[src/rtl/shifter8_ctrl_pkg.sv]
// ---------------------------------------------------------------------------
// shifter8_ctrl_pkg
// Shared definitions for the multi-cycle 8-bit shifter controller:
//   - op_e    : operation codes (LSL, LSR, ASR, ROR)
//   - state_e : controller FSM state encoding (IDLE, SHIFT, DONE)
//   - step_of : per-cycle shift step, min(remaining, 3)
// ---------------------------------------------------------------------------
package shifter8_ctrl_pkg;

  typedef enum logic [1:0] {
    OP_LSL = 2'b00,
    OP_LSR = 2'b01,
    OP_ASR = 2'b10,
    OP_ROR = 2'b11
  } op_e;

  typedef enum logic [1:0] {
    ST_IDLE  = 2'b00,
    ST_SHIFT = 2'b01,
    ST_DONE  = 2'b10
  } state_e;

  // The combinational shifter handles at most 3 positions per cycle.
  function automatic logic [1:0] step_of(input logic [2:0] rem);
    logic [1:0] step;
    if (rem > 3'd3) begin
      step = 2'd3;
    end else begin
      step = rem[1:0];
    end
    return step;
  endfunction

endpackage

[src/rtl/shifter8.sv]
// ---------------------------------------------------------------------------
// shifter8
// Purely combinational 8-bit shifter, 0..3 positions, no carry-out.
// Ports:
//   d_in  [7:0] operand
//   op    [1:0] 00 LSL, 01 LSR, 10 ASR (fill with d_in[7]), 11 ROR
//   shamt [1:0] shift distance 0..3
//   d_out [7:0] shifted result
// ---------------------------------------------------------------------------
module shifter8
  import shifter8_ctrl_pkg::*;
(
  input  logic [7:0] d_in,
  input  logic [1:0] op,
  input  logic [1:0] shamt,
  output logic [7:0] d_out
);

  logic [15:0] rot_s;

  // Rotate by shifting a doubled copy; the low byte is the rotated value.
  always_comb begin
    rot_s = {d_in, d_in} >> shamt;
  end

  // Select the requested shift flavour.
  always_comb begin
    d_out = 8'h00;
    case (op)
      OP_LSL:  d_out = d_in << shamt;
      OP_LSR:  d_out = d_in >> shamt;
      OP_ASR:  d_out = $signed(d_in) >>> shamt;
      OP_ROR:  d_out = rot_s[7:0];
      default: d_out = 8'h00;
    endcase
  end

endmodule

[src/rtl/shifter8_ctrl.sv]
// ---------------------------------------------------------------------------
// shifter8_ctrl
// Multi-cycle 8-bit shift controller. A request accepted in IDLE is executed
// in SHIFT at up to 3 positions per cycle, then the result is published in
// d_out on entry to DONE, which lasts exactly one cycle.
// Ports:
//   clk         rising-edge clock
//   reset       synchronous active-high reset
//   start       request strobe, only honoured in IDLE
//   op    [1:0] 00 LSL, 01 LSR, 10 ASR, 11 ROR
//   shamt [2:0] total shift amount 0..7
//   d_in  [7:0] operand
//   d_out [7:0] result of the last completed operation (held otherwise)
//   busy        high while in SHIFT
//   done        one-cycle completion pulse (DONE state)
// ---------------------------------------------------------------------------
module shifter8_ctrl
  import shifter8_ctrl_pkg::*;
(
  input  logic       clk,
  input  logic       reset,
  input  logic       start,
  input  logic [1:0] op,
  input  logic [2:0] shamt,
  input  logic [7:0] d_in,
  output logic [7:0] d_out,
  output logic       busy,
  output logic       done
);

  state_e     state_q, state_d;
  logic [7:0] wr_q, wr_d;
  logic [2:0] rem_q, rem_d;
  op_e        op_q, op_d;
  logic [7:0] d_out_q, d_out_d;

  logic [1:0] step_s;
  logic [2:0] rem_left_s;
  logic [7:0] sh_out_s;

  // Step size and the count left after this cycle's step.
  always_comb begin
    step_s     = step_of(rem_q);
    rem_left_s = rem_q - {1'b0, step_s};
  end

  shifter8 u_shifter8 (
    .d_in  (wr_q),
    .op    (op_q),
    .shamt (step_s),
    .d_out (sh_out_s)
  );

  // Next-state and datapath control; everything holds unless changed below.
  always_comb begin
    state_d = state_q;
    wr_d    = wr_q;
    rem_d   = rem_q;
    op_d    = op_q;
    d_out_d = d_out_q;
    case (state_q)
      ST_IDLE: begin
        if (start) begin
          wr_d    = d_in;
          rem_d   = shamt;
          op_d    = op_e'(op);
          state_d = ST_SHIFT;
        end else begin
          state_d = ST_IDLE;
        end
      end
      ST_SHIFT: begin
        wr_d  = sh_out_s;
        rem_d = rem_left_s;
        // Publish straight from the shifter so d_out only changes on DONE entry.
        if (rem_left_s == 3'd0) begin
          state_d = ST_DONE;
          d_out_d = sh_out_s;
        end else begin
          state_d = ST_SHIFT;
        end
      end
      ST_DONE: begin
        state_d = ST_IDLE;
      end
      default: begin
        state_d = ST_IDLE;
      end
    endcase
  end

  // State and datapath registers with synchronous reset.
  always_ff @(posedge clk) begin
    if (reset) begin
      state_q <= ST_IDLE;
      wr_q    <= 8'h00;
      rem_q   <= 3'd0;
      op_q    <= OP_LSL;
      d_out_q <= 8'h00;
    end else begin
      state_q <= state_d;
      wr_q    <= wr_d;
      rem_q   <= rem_d;
      op_q    <= op_d;
      d_out_q <= d_out_d;
    end
  end

  // Status outputs are direct decodes of the state register.
  always_comb begin
    d_out = d_out_q;
    busy  = (state_q == ST_SHIFT);
    done  = (state_q == ST_DONE);
  end

endmodule
[config.mk]
export PLATFORM = sky130hd
export DESIGN_NAME = shifter8_ctrl
export DESIGN_NICKNAME = d
export VERILOG_FILES = /design/src/rtl/shifter8_ctrl_pkg.sv /design/src/rtl/shifter8.sv /design/src/rtl/shifter8_ctrl.sv
export SDC_FILE = /design/constraint.sdc
export NUM_CORES = 1
export LEC_CHECK = 0
export CAP_MARGIN = 10
export CELL_PAD_IN_SITES_DETAIL_PLACEMENT = 0
export CELL_PAD_IN_SITES_GLOBAL_PLACEMENT = 1
export CORE_ASPECT_RATIO = 0.6
export CORE_MARGIN = 1
export CORE_UTILIZATION = 30
export DETAILED_ROUTE_END_ITERATION = 10
export PLACE_DENSITY_LB_ADDON = 0.1
export SYNTH_ARGS = -nofsm -noshare
export SYNTH_HDL_FRONTEND = slang
export SYNTH_SLANG_ARGS = --single-unit
[constraint.sdc]
create_clock -name clk -period 2.4 [get_ports clk]
set_clock_uncertainty 0.15 [all_clocks]
set_input_delay 0.48 -clock clk [delete_from_list [all_inputs] [get_ports clk]]
set_output_delay 0.48 -clock clk [all_outputs]
set_load 0.01 [all_outputs]
-- Word level (Yosys, flattened, before mapping)
Cells that the tools add are included.
W data, S select, Z words.
- bits in registers: 23
- bits of input ports: 16
- output and inout bits: 10
- word-level logic and storage cells: 33
- $add $sub $neg: 1
- order comparisons: 1
- equal/unequal tests: 6
- shifts and indexed selects: 4
- mux-type cells: 9
- reductions and logical operators: 7
- operator list (operator ; count):
    $pmux W8 S4 ; 1
    $pmux W8 S2 ; 1
    $shr A16 B2 Y8 ; 1
    $mux W8 ; 1
    $shl A8 B2 Y8 ; 1
    $shr A8 B2 Y8 ; 1
    $sshr A8 B2 Y8 ; 1
    $eq A2 B2 Y1 const B ; 3
    $pmux W3 S2 ; 1
    $reduce_and A2 Y1 ; 3
    $eq A2 B1 Y1 const B ; 2
    $logic_not A2 Y1 ; 2
    $mux W2 ; 2
    $pmux W2 S2 ; 1
    $gt A3 B2 Y1 const B ; 1
    $logic_not A3 Y1 ; 1
    $mux W3 ; 1
    $sub A3 B2 Y3 ; 1
    $ne A2 B2 Y1 const B ; 1
    $reduce_bool A2 Y1 ; 1
    $mux W1 ; 1

-- Logic depth before layout (Yosys ltp)
Gate-level depths: netlist of the first run.
- word-level depth: 6
- mapped depth: 9
- gate-level depth less buffers: 6

-- Hierarchy
Synthesis of the first run repeated with hierarchy kept, for this count alone.
- cell total of the unflattened synthesis: 207
- area total of the unflattened synthesis: 1731.7 µm²
- modules (own cells, without submodules) (module ; instances ; cells an instance ; area an instance (µm²) ; sequential area each (µm²)):
    shifter8_ctrl ; 1 ; 125 ; 1193.6 ; 460.4
    shifter8 ; 1 ; 82 ; 538.0 ; 0.0

-- Least setup slack after synthesis of the first run
OpenSTA, ideal clock, no wires.
- path kind: register -> register
- from: register rem_q[0]
- to: register d_out_q[6], in the netlist d_out[6]
- library setup time: 0.086 ns
- arrival: 1.615 ns
- required time: 2.164 ns
- setup slack: 0.550 ns
- stages on the path, launching flop included: 9
- path buffers: 4
- period minus slack after synthesis: 1.850 ns
- cells stage by stage: dfxtp_1 -> buf_4 -> buf_4 -> nand2b_1 -> ha_1 -> and3_1 -> clkbuf_1 -> buf_4 -> a211oi_1
- word-level cells in the longest chain between the ends: 5
- elaborated cells between the ends (all ways): 10
- those cells by class: 1 x add/sub; 1 x order compare; 4 x shift; 2 x mux; 2 x reduce/logical
- RTL lines (what ; line ; RTL):
    start: declaration ; shifter8_ctrl.sv:33 ; logic [2:0] rem_q, rem_d;
    start signal: assignment ; shifter8_ctrl.sv:103 ; rem_q <= rem_d;
    $gt A3 B2 Y1 ; shifter8_ctrl_pkg.sv:26 ; if (rem > 3'd3) begin
    $mux W2 ; shifter8_ctrl_pkg.sv:26 ;
    $sub A3 B2 Y3 ; shifter8_ctrl.sv:44 ; rem_left_s = rem_q - {1'b0, step_s};
    $logic_not A3 Y1 ; shifter8_ctrl.sv:76 ; if (rem_left_s == 3'd0) begin
    $reduce_and A2 Y1 (no line) ; n/a ;
    end signal: assignment ; shifter8_ctrl.sv:105 ; d_out_q <= d_out_d;
    end: declaration ; shifter8_ctrl.sv:35 ; logic [7:0] d_out_q, d_out_d;
Parallel ways exist; a longest one is shown, timed or not.
A chain may end at the register's enable or synchronous reset.

-- Final worst setup path of the first run
- from: register state_q[0]
- to: output busy
- word-level cells in the longest chain between the ends: 1
- RTL lines (what ; line ; RTL):
    start: declaration ; shifter8_ctrl.sv:31 ; state_e state_q, state_d;
    start signal: assignment ; shifter8_ctrl.sv:101 ; state_q <= state_d;
    $eq A2 B1 Y1 ; shifter8_ctrl.sv:112 ; busy = (state_q == ST_SHIFT);
    end: declaration ; shifter8_ctrl.sv:27 ; output logic busy,
No other way between the ends.

==> impl_metrics.csv, run 1 <==
group,metric,value,unit
outcome,status,"completed",
power_and_ir_drop,seqPwrFrac,40.6,%
synthesis,synth_nets,191,
critical_path,critPathKind,"flip-flop to output port",
synthesis,synth_edf_count,0,
synthesis,seq_area_frac_synth,32.48,%
final_layout,final_common_cell,"clkdlybuf4s50_1",
global_route,grt_max_degree,15,
global_route,antenna_found_initial,0,
detailed_routing,routed_wl,3.976,mm
clock_tree,postCtsSetupBuffers,0,
timing,finalHoldViolCount,0,
floorplanning,die_x,90.75,um
global_route,grt_pass1_vias,1236,
final_layout,multiInputGateArea,858.3,um^2
detailed_routing,detail_route.wl_per_cell,15.35,um
detailed_routing,vias,1411,
synthesis,synth_top_area_share,32.48,%
synthesis,synth_area_leaders,"dfxtp_1 (32%), a21oi_1 (8.1%), a211oi_1 (6.9%)",
critical_path,start_kind,"flip-flop",
power_and_ir_drop,p_int,773.3,uW
critical_path,cp.required,1770,ps
final_layout,fin_nets,217,
clock_tree,numCtsBuffers,3,
power_and_ir_drop,clockPowerShare,20.0,%
timing,tns,0,ps
clock_tree,cts_sinks,23,
power_and_ir_drop,powerDensity,674.7,nW/um^2
place,hpwl,3.060,mm
synthesis,synth_largest_area_cell,"dfxtp_1",
place,place_ws,254.6,ps
timing,min_period,2300,ps
power_and_ir_drop,ir_drop,0.0002777,V
place,place_congestion,0.8207,
power_and_ir_drop,power.switching,439.8,uW
timing,timing.fmax,434.9,MHz
final_layout,seq_area,460.4,um^2
hold_path,hold_path.class,"flip-flop to flip-flop",
critical_path,worstPathArrival,1670,ps
run,maxCapViolations,0,
clock_tree,cts_tree,"built",
floorplanning,die_h,55.25,um
synthesis,ys_seq_elements,23,
detailed_routing,drc_errors,0,
place,dp.cells,255,
timing,tightest_slew,534.6,ps
timing,setup_viol,0,
final_layout,nFillCells,426,
final_layout,final_area,1798,um^2
critical_path,crit_chain,"nand2b_1, inv_4, clkdlybuf4s50_1",
synthesis,syn-cell-area,1418,um^2
timing,finalWorstSetupSlack,100.5,ps
detailed_routing,drt-pass1-iter-count,4,
critical_path,worstSetupEndpointType,"output port",
global_route,grtUsageTotal,16.00,%
synthesis,avgSynthCellArea,8.147,um^2
clock_tree,root_buffer,"clkbuf_8",
power_and_ir_drop,pwr-share-comb,39.4,%
timing,fin_crit_sh,95.81,%
synthesis,synthArstFlopShare,0,%
synthesis,yosysWarningCount,0,
clock_tree,cts.htree.levels,1,
synthesis,ys_types,43,
power_and_ir_drop,p_sw_share,36.25,%
global_route,grt_pass1_wl,6.375,mm
critical_path,crit_fanout,9,
final_layout,instances_no_fill,259,
detailed_routing,drt-initial-drc-count,137,
clock_tree,cts_resized,0,
synthesis,ys.flop_type,"dfxtp_1",
place,port_buffers,25,
final_layout,synthToLayoutAreaGrowth,26.83,%
clock_tree,cts_hold_buf,0,
final_layout,final_cell_mix,"clkdlybuf4s50_1 (25), a21oi_1 (23), dfxtp_1 (23)",
floorplanning,num_io_pins,26,
final_layout,diodes,0,
timing,relSlewSlack,64.31,%
place,place_area,1750,um^2
clock_tree,clkTransAtPathRegs,80,ps
floorplanning,initial_core_util,32.78,%
floorplanning,coreArea,4324,um^2
timing,final_max_slew_viol_count,0,
detailed_routing,ant_nets,0,
synthesis,synth_cells,174,
clock_tree,cts_buffer_depth,2,
final_layout,drive_gt1_share,9.548,%
global_route,overflow,0,
critical_path,cpMaxStageDelayCell,"clkdlybuf4s50_1",
floorplanning,core.rowCount,18,
critical_path,max_stage_delay,560,ps
power_and_ir_drop,p_leak,0.6414,nW
floorplanning,dieArea,5013,um^2
timing,rsz0062_at_grt,"no",
clock_tree,worstSkewPairLatency,260,ps
detailed_routing,routed_via_density,5.448,
==> power by group through the flow <==
stage | Clock (mW) | Sequential, mW | Combinational (mW)
after floorplan | 0 | 0.483 | 0.322
after global placement | 0 | 0.500 | 0.468
after detailed placement | 0 | 0.501 | 0.471
after CTS | 0.246 | 0.492 | 0.476
after global routing | 0.263 | 0.501 | 0.524
final | 0.242 | 0.493 | 0.478
==> path summary, 6_finish.rpt <==
kind                               from               endpoint  slack (ps)  cells past startpoint
setup / recovery  state_q[0]$_SDFF_PP0_                   busy         100                      3
hold / removal    d_out[0]$_SDFFE_PP0P_  d_out[0]$_SDFFE_PP0P_         350                      2
setup reg to reg  rem_q[0]$_SDFFE_PP0P_  d_out[6]$_SDFFE_PP0P_         310                      6
hold reg to reg   d_out[0]$_SDFFE_PP0P_  d_out[0]$_SDFFE_PP0P_         350                      2
==> synthesized netlist by cell type, types with 5 or more instances <==
library cell,count
a22oi_1,7
buf_4,5
nor2_1,18
nand2_1,6
a21oi_1,23
mux2i_1,7
o21ai_0,5
o22ai_1,5
o21a_1,8
a211oi_1,13
dfxtp_1,23
clkbuf_1,5
nor2b_1,7
==> registers in the layout (all words and copies together), names as in the netlist <==
name     flops
d_out        8
op_q         2
state_q      2
rem_q        3
wr_q         8
==> through the flow <==
stage	hold slack (ps)	total power, mW	util (%)
final	349.2	1.213	41.58
after floorplan	355.9	0.8053	-
after CTS	351.1	1.214	41.52
after global placement	334.7	0.9675	40.48
after detailed placement	335.0	0.9720	40.48
after global routing	380.9	1.288	41.58
==> kinds of logic (layout without fill, tap and decap cells) <==
logic type / after synthesis / in the layout / synth area share, %
simple gates: 50 / 50 / 18.01
flops: 23 / 23 / 32.48
mux: 8 / 8 / 6.531
fa+ha+maj: 1 / 1 / 0.8825
buf+inv: 18 / 43 / 6.973
compound gates: 74 / 74 / 35.13
==> critical path, delay by kind of cell (launching register included) <==
kind / cells / cell delay, ps
buf+inv: 2 / 750
flops: 1 / 400
simple gates: 1 / 250
==> area by class of cell <==
class                   count  area share (%)
repair buffers             36           19.21
multi-input cells         133           47.74
well taps                  60           4.175
clock buffers               4           2.505
flip-flops and latches     23           25.61
inverters                   3          0.7655
==> routing by layer <==
layer	up-vias	GRT usage (%)	wire length, um
met3	0	3.444	180
met2	41	23.81	1708
met4	0	1.382	0
li1	703	-	-
met5	-	0	0
met1	667	24.26	2087
Note: power is estimated with default switching activity, not from simulation.
==> run 2, diff against run 1 <==
--- a/config.mk
+++ b/config.mk
@@ -10,9 +10,10 @@
 export CELL_PAD_IN_SITES_GLOBAL_PLACEMENT = 1
 export CORE_ASPECT_RATIO = 0.6
 export CORE_MARGIN = 1
-export CORE_UTILIZATION = 30
+export CORE_UTILIZATION = 34
 export DETAILED_ROUTE_END_ITERATION = 10
 export PLACE_DENSITY_LB_ADDON = 0.1
+export SLEW_MARGIN = 20
 export SYNTH_ARGS = -nofsm -noshare
 export SYNTH_HDL_FRONTEND = slang
 export SYNTH_SLANG_ARGS = --single-unit
==> constraint.sdc (replaced) <==
create_clock -name clk -period 2.1 [get_ports clk]
set_clock_uncertainty 0.15 [all_clocks]
set_input_delay 0.42 -clock clk [delete_from_list [all_inputs] [get_ports clk]]
set_output_delay 0.42 -clock clk [all_outputs]
set_load 0.01 [all_outputs]
==> impl_metrics.csv, run 2 (synthesis gave the netlist of run 1 again) <==
group,metric,value,unit
power_and_ir_drop,p_leak,0.6803,nW
global_route,antenna_found_initial,0,
critical_path,cp.required,1530,ps
timing,tightest_slew,393.7,ps
final_layout,final_cell_mix,"clkdlybuf4s50_1 (25), a21oi_1 (23), dfxtp_1 (21)",
detailed_routing,routed_wl,4.123,mm
place,dp.cells,250,
clock_tree,postCtsSetupBuffers,0,
power_and_ir_drop,powerDensity,764.3,nW/um^2
detailed_routing,detail_route.wl_per_cell,16.23,um
run,maxCapViolations,0,
timing,tns,0,ps
timing,timing.fmax,494.5,MHz
timing,rsz0062_at_grt,"no",
final_layout,drive_gt1_share,14.49,%
global_route,grt_max_degree,15,
timing,min_period,2022,ps
critical_path,crit_chain,"nand2b_1, inv_4, clkdlybuf4s50_1",
global_route,overflow,0,
global_route,grt_pass1_vias,1359,
clock_tree,numCtsBuffers,3,
critical_path,start_kind,"flip-flop",
place,place_congestion,0.8818,
clock_tree,cts_tree,"built",
power_and_ir_drop,ir_drop,0.0002581,V
clock_tree,cts_buffer_depth,2,
clock_tree,cts.htree.levels,1,
detailed_routing,ant_nets,0,
final_layout,synthToLayoutAreaGrowth,29.39,%
clock_tree,worstSkewPairLatency,260,ps
detailed_routing,drt-pass1-iter-count,4,
critical_path,worstPathArrival,1450,ps
clock_tree,clkTransAtPathRegs,80,ps
clock_tree,cts_sinks,23,
critical_path,max_stage_delay,540,ps
timing,setup_viol,0,
critical_path,worstSetupEndpointType,"output port",
final_layout,nFillCells,368,
outcome,status,"completed",
final_layout,diodes,0,
hold_path,hold_path.class,"flip-flop to flip-flop",
final_layout,instances_no_fill,254,
detailed_routing,drc_errors,0,
detailed_routing,drt-initial-drc-count,142,
floorplanning,die_h,52.02,um
clock_tree,cts_resized,0,
place,hpwl,3.243,mm
floorplanning,coreArea,3829,um^2
final_layout,final_common_cell,"clkdlybuf4s50_1",
critical_path,critPathKind,"flip-flop to output port",
detailed_routing,vias,1458,
floorplanning,core.rowCount,17,
floorplanning,num_io_pins,26,
clock_tree,cts_hold_buf,0,
critical_path,cpMaxStageDelayCell,"clkdlybuf4s50_1",
place,port_buffers,25,
clock_tree,root_buffer,"clkbuf_8",
floorplanning,dieArea,4440,um^2
floorplanning,die_x,85.36,um
timing,fin_crit_sh,96.30,%
floorplanning,initial_core_util,37.03,%
critical_path,reg2reg_slack,150,ps
critical_path,crit_fanout,9,
global_route,grtUsageTotal,19.50,%
timing,relSlewSlack,73.66,%
timing,finalHoldViolCount,0,
timing,final_max_slew_viol_count,0,
global_route,grt_pass1_wl,6.568,mm
final_layout,fin_nets,225,
detailed_routing,routed_via_density,5.740,
-- run 2: cell count changes in the layout (fill, tap and decap cells not counted), sizes merged --
cell  previous run  this run
buf             11        19
-- run 2: metrics by stage --
stage               total power [mW]  hold slack [ps]  cell area (um^2)  utilization, %  worst slack [ps]
floorplan                     0.9203            355.9              1418               -             249.7
global placement               1.120            327.6              1782           46.54             85.14
detailed placement             1.130            316.6              1782           46.54             45.85
CTS                            1.400            346.8              1827           47.71             26.71
global route                   1.492            364.2              1834           47.91             22.12
finish                         1.402            345.0              1834           47.91             77.73
-- run 2: worst max-delay path: cells and delay by family (launching register included) --
kind	cells	cell delay [ps]
simple gates	1	190
flops	1	340
buf+inv	2	660
-- run 2: where the power goes --
group | switching, mW | total (mW) | internal, mW
registers | 0.0632 | 0.555 | 0.492
logic | 0.302 | 0.579 | 0.278
clock network | 0.132 | 0.267 | 0.135
total | 0.497 | 1.40 | 0.905
-- run 2: metal layers --
metal  share of wire, %  global-route usage [%]  up-vias
met3                7.4                   4.603        2
li1                   -                       -      719
met2                 43                   31.18       59
met4               0.27                   4.722        0
met5                  0                       0        -
met1                 50                   26.73      678
-- run 2: cell type report --
cell class                 count  area [um^2]  area share [%]
clock buffer                   4        45.04           2.456
multi-input combinational    133        860.8           46.93
inverter                       3        13.76          0.7503
tap                           47        58.81           3.206
timing repair buffer          44        392.9           21.42
sequential                    23        462.9           25.24
-- run 2: path summary, 6_finish.rpt --
check / from / end / depth (start not counted)
min: d_out[5]$_SDFFE_PP0P_ / d_out[5]$_SDFFE_PP0P_ / 2
max reg2reg: rem_q[0]$_SDFFE_PP0P_ / d_out[4]$_SDFFE_PP0P_ / 5
min reg2reg: d_out[5]$_SDFFE_PP0P_ / d_out[5]$_SDFFE_PP0P_ / 2
max: state_q[1]$_SDFF_PP0_ / busy / 3
==> run 3, diff against run 2 <==
--- a/config.mk
+++ b/config.mk
@@ -10,7 +10,8 @@
 export CELL_PAD_IN_SITES_GLOBAL_PLACEMENT = 1
 export CORE_ASPECT_RATIO = 0.6
 export CORE_MARGIN = 1
-export CORE_UTILIZATION = 34
+export CORE_UTILIZATION = 36
+export CTS_BUF_LIST = sky130_fd_sc_hd__clkbuf_2
 export DETAILED_ROUTE_END_ITERATION = 10
 export PLACE_DENSITY_LB_ADDON = 0.1
 export SLEW_MARGIN = 20
==> impl_metrics.csv, run 3 (synthesis gave the netlist of run 1 again) <==
group,metric,value,unit
outcome,status,"completed",
global_route,grt_max_degree,15,
detailed_routing,drc_errors,0,
detailed_routing,routed_via_density,5.740,
power_and_ir_drop,p_leak,0.6877,nW
clock_tree,clkTransAtPathRegs,220,ps
timing,timing.fmax,513.7,MHz
run,maxCapViolations,0,
detailed_routing,vias,1458,
clock_tree,cts_sinks,23,
final_layout,synthToLayoutAreaGrowth,28.24,%
clock_tree,worstSkewPairLatency,340,ps
global_route,grtUsageTotal,19.84,%
timing,fin_crit_sh,92.70,%
clock_tree,cts_hold_buf,0,
critical_path,critPathKind,"flip-flop to flip-flop",
critical_path,crit_fanout,12,
final_layout,nFillCells,366,
floorplanning,initial_core_util,38.08,%
power_and_ir_drop,powerDensity,724.9,nW/um^2
critical_path,max_stage_delay,400,ps
clock_tree,cts_tree,"built",
global_route,antenna_found_initial,0,
critical_path,start_kind,"flip-flop",
final_layout,drive_gt1_share,16.43,%
timing,setup_viol,0,
detailed_routing,routed_wl,3.992,mm
critical_path,cpMaxStageDelayCell,"dfxtp_2",
floorplanning,num_io_pins,26,
final_layout,final_cell_mix,"clkdlybuf4s50_1 (24), a21oi_1 (23), dfxtp_1 (19)",
timing,relSlewSlack,73.62,%
timing,tightest_slew,385.7,ps
floorplanning,die_x,83.01,um
critical_path,crit_chain,"buf_4, o21a_1, a21oi_1, a211oi_1, a2111oi_2, buf_4, a211oi_1",
final_layout,final_common_cell,"clkdlybuf4s50_1",
place,hpwl,3.027,mm
floorplanning,die_h,50.61,um
global_route,grtUsageMet3,3.947,%
clock_tree,numCtsBuffers,3,
timing,finalHoldViolCount,0,
place,place_ws,6.566,ps
timing,final_max_slew_viol_count,0,
critical_path,cp_num_buf_inv,2,
critical_path,worstPathArrival,2050,ps
final_layout,seq_area,467.9,um^2
clock_tree,cts.htree.levels,1,
critical_path,critical-path-top-delay-family,"compound AO/OA/AOI/OAI gates",
final_layout,diodes,0,
critical_path,cp.required,2210,ps
critical_path,worstSetupEndpointType,"flip-flop",
final_layout,multiInputGateArea,872.1,um^2
clock_tree,root_buffer,"clkbuf_2",
global_route,top_usage_layer,"met2",
global_route,grt_pass1_vias,1282,
timing,rsz0062_at_grt,"no",
detailed_routing,drt-pass1-iter-count,4,
detailed_routing,detail_route.wl_per_cell,15.72,um
global_route,use_met1,28.64,%
timing,min_period,1947,ps
hold_path,hold_path.class,"flip-flop to flip-flop",
place,place_congestion,0.8967,
detailed_routing,ant_nets,0,
timing,tns,0,ps
timing,finalWorstSetupSlack,153.3,ps
final_layout,fin_nets,225,
global_route,grtUsageMet2,30.46,%
floorplanning,dieArea,4201,um^2
detailed_routing,drt-initial-drc-count,82,
timing,fin_hold_ws,362.1,ps
global_route,grt_pass1_wl,6.568,mm
place,port_buffers,25,
power_and_ir_drop,ir_drop,0.0003819,V
global_route,overflow,0,
floorplanning,coreArea,3722,um^2
clock_tree,cts_buffer_depth,2,
floorplanning,core.rowCount,17,
run 3: path summary, 6_finish.rpt:
check             slack, ps                     to  cells past startpoint             startpoint
setup / recovery        150   wr_q[6]$_SDFFE_PP0P_                      7  rem_q[2]$_SDFFE_PP0P_
hold / removal          360  d_out[0]$_SDFFE_PP0P_                      2  d_out[0]$_SDFFE_PP0P_
setup reg to reg        150   wr_q[6]$_SDFFE_PP0P_                      7  rem_q[2]$_SDFFE_PP0P_
hold reg to reg         360  d_out[0]$_SDFFE_PP0P_                      2  d_out[0]$_SDFFE_PP0P_
run 3: worst min-delay path, delay by kind of cell, from the launching register on:
| kind | cells | cell delay (ps) |
|---|---|---|
| AOI/OAI and AO/OA | 1 | 50 |
| and+or+nand+nor | 1 | 90 |
| DFF | 1 | 350 |
run 3: what timing repair did:
| action | CTS | global route |
|---|---|---|
| resized for setup | 1 | 7 |
| pin swaps | 0 | 2 |
| endpoints found under the setup margin | 1 | 7 |
| cloned | 0 | 1 |
| setup buffers | 1 | 3 |
run 3: per-stage QoR:
step / cells / area (um^2) / util, % / power (mW)
finish: 254 / 1818 / 48.84 / 1.318
global route: 254 / 1818 / 48.84 / 1.417
CTS: 250 / 1773 / 47.63 / 1.296
detailed placement: 245 / 1744 / 46.86 / 1.103
global placement: 245 / 1744 / 46.86 / 1.098
floorplan: 174 / 1418 / - / 0.9203
run 3: layout make-up:
| class | count | area share [%] |
|---|---|---|
| Sequential cell | 23 | 25.74 |
| Timing Repair Buffer | 43 | 21.34 |
| Inverter | 3 | 0.6194 |
| Multi-Input combinational cell | 134 | 47.97 |
| Clock buffer | 4 | 1.101 |
| Tap cell | 47 | 3.235 |
run 3: power by group:
part	switching, mW	internal, mW
registers	0.0601	0.494
clock network	0.133	0.0504
logic	0.304	0.277
run 3: layer usage:
metal	vias up	share of wire (%)
li1	719	-
met1	694	50
met2	43	44
met3	2	5.6
met4	0	0.40
met5	-	0
